File: config.mk
export PLATFORM = sky130hd
export DESIGN_NAME = rw_step_scheduler
export DESIGN_NICKNAME = d
export VERILOG_FILES = /design/src/rtl/rw_sched_pkg.sv /design/src/rtl/rw_rr_arbiter.sv /design/src/rtl/rw_step_scheduler.sv
export SDC_FILE = /design/constraint.sdc
export NUM_CORES = 1
export LEC_CHECK = 0
export ABC_CLOCK_PERIOD_IN_PS = 3650
export CAP_MARGIN = 0
export CORE_ASPECT_RATIO = 0.9
export CORE_MARGIN = 3
export CORE_UTILIZATION = 38
export CTS_CLUSTER_DIAMETER = 30
export DETAILED_ROUTE_END_ITERATION = 10
export HOLD_SLACK_MARGIN = 0.1
export PLACE_DENSITY = 0.65
export SLEW_MARGIN = 20
export SYNTH_ARGS = -nofsm -noshare
export SYNTH_HDL_FRONTEND = slang
export SYNTH_HIERARCHICAL = 1
export SYNTH_SLANG_ARGS = --single-unit
File: constraint.sdc
create_clock -name clk -period 3.65 [get_ports clk]
set_input_delay 0.73 -clock clk [delete_from_list [all_inputs] [get_ports clk]]
set_output_delay 0.73 -clock clk [all_outputs]
set_load 0.03 [all_outputs]
File: src/rtl/rw_sched_pkg.sv
`default_nettype none
// ============================================================================
// Module   : rw_sched_pkg
// Brief    : Shared types and helpers for the ReWire step scheduler.
// Revision : 1.0 - initial release
// ============================================================================
package rw_sched_pkg;

    typedef enum logic [1:0] {
        S_IDLE = 2'd0,
        S_RSP  = 2'd1,
        S_HALT = 2'd2
    } sched_state_t;

    // Id width that stays at least one bit wide for degenerate requester counts.
    function automatic int clog2_min1(input int n);
        return (n <= 2) ? 1 : $clog2(n);
    endfunction

endpackage
`default_nettype wire

File: src/rtl/rw_rr_arbiter.sv
`default_nettype none
// ============================================================================
// Module   : rw_rr_arbiter
// Brief    : Combinational round-robin pick of the first request at/after ptr.
// Revision : 1.0 - initial release
// ============================================================================
module rw_rr_arbiter
    import rw_sched_pkg::*;
#(
    parameter  int N_REQ = 4,
    localparam int ID_W  = clog2_min1(N_REQ)
) (
    input  logic [N_REQ-1:0] req,
    input  logic [ID_W-1:0]  ptr,
    output logic [N_REQ-1:0] gnt,
    output logic [ID_W-1:0]  gnt_id,
    output logic             any
);

    logic [ID_W-1:0] w_idx;

    always_comb begin
        gnt    = '0;
        gnt_id = '0;
        any    = 1'b0;
        w_idx  = '0;
        for (int i = 0; i < N_REQ; i++) begin
            w_idx = ID_W'((int'(ptr) + i) % N_REQ);
            if (!any && req[w_idx]) begin
                any        = 1'b1;
                gnt[w_idx] = 1'b1;
                gnt_id     = w_idx;
            end
        end
    end

endmodule
`default_nettype wire

File: src/rtl/rw_step_scheduler.sv
`default_nettype none
// ============================================================================
// Module   : rw_step_scheduler
// Brief    : Round-robin sharing of one ReWire reactive device; one step per grant.
// Revision : 1.0 - initial release
// ============================================================================
module rw_step_scheduler
    import rw_sched_pkg::*;
#(
    parameter  int N_REQ = 4,
    parameter  int IN_W  = 1,
    parameter  int OUT_W = 1,
    localparam int ID_W  = clog2_min1(N_REQ)
) (
    input  logic               clk,
    input  logic               rst,
    input  logic [N_REQ-1:0]      req_valid,
    input  logic [N_REQ*IN_W-1:0] req_data,
    output logic [N_REQ-1:0]      req_ready,
    output logic               rsp_valid,
    input  logic               rsp_ready,
    output logic [ID_W-1:0]    rsp_id,
    output logic [OUT_W-1:0]   rsp_data,
    output logic               dev_step,
    output logic [IN_W-1:0]    dev_in,
    input  logic [OUT_W-1:0]   dev_out,
    input  logic               dev_continue,
    output logic               halted
);

    sched_state_t      r_state;
    sched_state_t      w_next_state;
    logic [ID_W-1:0]   r_rr_ptr;
    logic              r_rsp_valid;
    logic [ID_W-1:0]   r_rsp_id;
    logic [OUT_W-1:0]  r_rsp_data;
    logic              r_halted;

    logic [N_REQ-1:0]  w_gnt;
    logic [ID_W-1:0]   w_gnt_id;
    logic              w_any;
    logic              w_fire;
    logic [IN_W-1:0]   w_words [N_REQ];

    for (genvar gi = 0; gi < N_REQ; gi++) begin : g_unpack
        assign w_words[gi] = req_data[gi*IN_W +: IN_W];
    end

    rw_rr_arbiter #(
        .N_REQ (N_REQ)
    ) u_arb (
        .req    (req_valid),
        .ptr    (r_rr_ptr),
        .gnt    (w_gnt),
        .gnt_id (w_gnt_id),
        .any    (w_any)
    );

    always_ff @(posedge clk or posedge rst) begin
        if (rst) begin
            r_state <= S_IDLE;
        end else begin
            r_state <= w_next_state;
        end
    end

    always_comb begin
        w_next_state = r_state;
        w_fire       = 1'b0;
        req_ready    = '0;
        dev_step     = 1'b0;
        dev_in       = '0;
        case (r_state)
            S_IDLE: begin
                if (w_any) begin
                    w_fire       = 1'b1;
                    req_ready    = w_gnt;
                    dev_step     = 1'b1;
                    dev_in       = w_words[w_gnt_id];
                    w_next_state = dev_continue ? S_RSP : S_HALT;
                end
            end
            S_RSP: begin
                if (rsp_ready) begin
                    w_next_state = S_IDLE;
                end
            end
            S_HALT: begin
                w_next_state = S_HALT;
            end
            default: begin
                w_next_state = S_IDLE;
            end
        endcase
    end

    // Response capture happens on the same edge that steps the device, so
    // rsp_data reflects __out0 from the pre-step state and the granted input.
    always_ff @(posedge clk or posedge rst) begin
        if (rst) begin
            r_rr_ptr    <= '0;
            r_rsp_valid <= 1'b0;
            r_rsp_id    <= '0;
            r_rsp_data  <= '0;
            r_halted    <= 1'b0;
        end else if (w_fire) begin
            r_rsp_data  <= dev_out;
            r_rsp_id    <= w_gnt_id;
            r_rsp_valid <= 1'b1;
            r_rr_ptr    <= (w_gnt_id == ID_W'(N_REQ - 1)) ? '0 : w_gnt_id + 1'b1;
            if (!dev_continue) begin
                r_halted <= 1'b1;
            end
        end else if (r_rsp_valid && rsp_ready) begin
            r_rsp_valid <= 1'b0;
        end
    end

    assign rsp_valid = r_rsp_valid;
    assign rsp_id    = r_rsp_id;
    assign rsp_data  = r_rsp_data;
    assign halted    = r_halted;

endmodule
`default_nettype wire
==> impl_metrics.toml <==
[final_layout]
regArea_um2 = 225
instances_no_fill = 144
area_growth_pct = 40.4
multi_input_area_um2 = 611
layout-drive-gt1-share_pct = 42.9
diodes = 0
design_area_um2 = 1230
fillers = 184
nets = 139

[place]
dp_slack_ns = -0.659
hpwl_mm = 1.51
portBuffers = 23
gp_congestion = 0.810
place_inst = 139
dpl_cell_area_um2 = 1200

[critical_path]
crit_type = "input pin to output port"
cp-end-kind = "output port"
worstPathArrival_ns = 2.74
cp.required_ns = 2.92
slowest_stage = "mux4_2"
cp_slowest_stage_delay_ns = 0.50
path_cells = "clkbuf_2, mux4_2, nor2b_1, nor2_1, o31ai_1, buf_4, mux4_2, and2_1, buf_4"
cp_max_fo = 5
critPathLaunchType = "input pin"

[global_routing]
antenna_found_initial = 0
overflow = 0
grt_pass1_vias = 751
grt_pass1_wl_mm = 3.41
grtUsageTotal_pct = 14.8
grt_max_degree = 14

[timing]
finalClockSkew_ns = 0.00293
hold_viol = 0
finalSetupViolCount = 0
min_period_over_period_pct = 95.1
clock.fmax_mhz = 288
setup_slack_ns = 0.178
maxSlewHeadroom_pct = 77.4
rsz0062_at_grt = "no"
slew_violations = 0
worst_pin_slew_ns = 0.329
post-route-min-period_ns = 3.47

[die]
floorplan.initialDensity_pct = 43.0
die_area_um2 = 2930
die_x_um = 56.7
ios = 24
core_um2 = 2050
chipHeight_um = 51.6
rows = 15

[synth]
synthCells = 80
synth-seq-cells = 9
synth_area_um2 = 880
ys_types = 30
syn_nets = 99
synth_top_area_share_pct = 25.6
syn_avg_cell_area_um2 = 11.0
yosysWarnings = 6
ys_seq_area_share_pct = 25.6
synth.area.top_cells = "dfrtp_1 26%, ha_1 8.5%, mux4_2 7.7%, a22oi_1 6.8%, mux4_1 6.0%"
yosysTopAreaCell = "dfrtp_1"

[run]
drv_cap = 0

[cts]
clockBufferDepth = 2
cts_root_buf = "clkbuf_4"
numCtsBuffers = 3
clk_latency_ns = 0.25
path_clk_slew_ns = 0.06
h-tree-depth = 1
cts_tree = "done"
clock-sinks = 9

[pwr]
max-vdd-ir-drop_uv = 612
powerDensity_nw_per_um2 = 929
totalPowerFinal_mw = 1.15
leakage_nw = 0.562

[routing]
routed_via_density = 5.44
routedWlPerCell_um = 13.5
vias = 784
drc = 0
drtIter0Drc = 14
drtPass1Iterations = 4
drt_wl_total_mm = 1.94
drtAntennaViolNets = 0

[min_path]
hp-class = "register to register"

[status]
status = "finished clean"
## cells in the final DEF (no fill, tap or decap), types with 3 or more instances in the layout
| cell type | synthesis | layout |
|---|---|---|
| buf_4 | 0 | 22 |
| clkdlybuf4s50_1 | 0 | 13 |
| dfrtp_1 | 9 | 9 |
| a22oi_1 | 8 | 8 |
| inv_1 | 7 | 7 |
| ha_1 | 6 | 5 |
| o21ai_0 | 5 | 5 |
| mux2_2 | 4 | 4 |
| and2_2 | 4 | 4 |
| mux4_2 | 3 | 4 |
| nor2_1 | 4 | 4 |
| clkbuf_2 | 0 | 4 |
| nand2b_1 | 3 | 3 |
| clkbuf_4 | 0 | 3 |
## what timing repair did
action | in CTS | in global routing
resized for setup | 11 | 12
cloned | 0 | 0
endpoints found under the setup margin | 6 | 5
hold buffers | 0 | 0
buffers inserted | 1 | 0
pin swaps | 0 | 1
## layer usage
layer  wire length [um]  up-vias  global-route usage, %
li1                   -      379                      -
met1                940      372                   21.4
met2                895       31                   22.9
met3                 97        2                   2.48
met4                  8        0                   3.56
met5                  0        -                      0
## layout make-up
class	instances	share of cell area, %
Tap cell	25	2.53
Inverter	7	2.13
Timing Repair Buffer	39	25.5
Sequential cell	9	18.2
Multi-Input combinational cell	60	49.4
Clock buffer	4	2.13
## state kept, by name, indices dropped and copies added (netlist names)
register   count
r_rr_ptr       2
r_state        2
rsp_id         2
halted         1
rsp_data       1
rsp_valid      1
## critical path: cells and delay by family
family,cells,cell delay [ns]
and+or+nand+nor,3,0.35
muxes,2,0.98
AOI/OAI and AO/OA,1,0.25
buffers and inverters,3,0.44
## per-stage QoR
stage / setup TNS (ns) / util (%) / hold WS, ns
6_report: 0 / 60.4 / 0.458
5_1_grt: 0 / 60.4 / 0.486
4_1_cts: 0 / 60.1 / 0.462
3_5_place_dp: -1.58 / 58.8 / 0.448
3_3_place_gp: -1.43 / 58.8 / 0.444
2_1_floorplan: 0 / - / 0.473
## power by group
group / internal [mW] / total [mW] / switching (mW)
Clock: 0.0420 / 0.0750 / 0.0329
Combinational: 0.483 / 0.910 / 0.426
Sequential: 0.139 / 0.163 / 0.0236
## cells in the mapped netlist (all sizes together)
cell type / n
mux2: 6
mux2i: 2
nor2: 4
a22oi: 8
buf: 3
nand3b: 1
a21o: 2
nor4b: 1
o31ai: 1
a32o: 1
mux4: 5
dfrtp: 9
o21ai: 5
ha: 6
o211ai: 1
nor3b: 1
or2b: 1
nand2b: 3
o221ai: 1
and2b: 1
and2: 5
inv: 7
nor2b: 1
clkbuf: 1
nor3: 1
nor4: 1
a21oi: 2
## logic make-up after synthesis
kind of cell               share of synthesized area (%)
AOI/OAI and AO/OA                                   16.6
and+or+nand+nor                                     17.5
muxes                                               24.5
buffers and inverters                               7.25
DFF                                                 25.6
adders and majority gates                           8.53
## worst paths after layout
kind,from,to,slack [ns],cells past startpoint
min reg2reg,halted$_DFFE_PP0P_,halted$_DFFE_PP0P_,0.46,1
max,req_valid[1],dev_in,0.18,9
max in group asynchronous,rst,rsp_id[1]$_DFFE_PP0P_,2.68,2
min in group asynchronous,rst,rsp_id[0]$_DFFE_PP0P_,0.72,2
max reg2reg,r_rr_ptr[0]$_DFFE_PP0P_,r_rr_ptr[1]$_DFFE_PP0P_,1.03,9
min,halted$_DFFE_PP0P_,halted$_DFFE_PP0P_,0.46,1
Note: power is estimated with default switching activity, not from simulation.
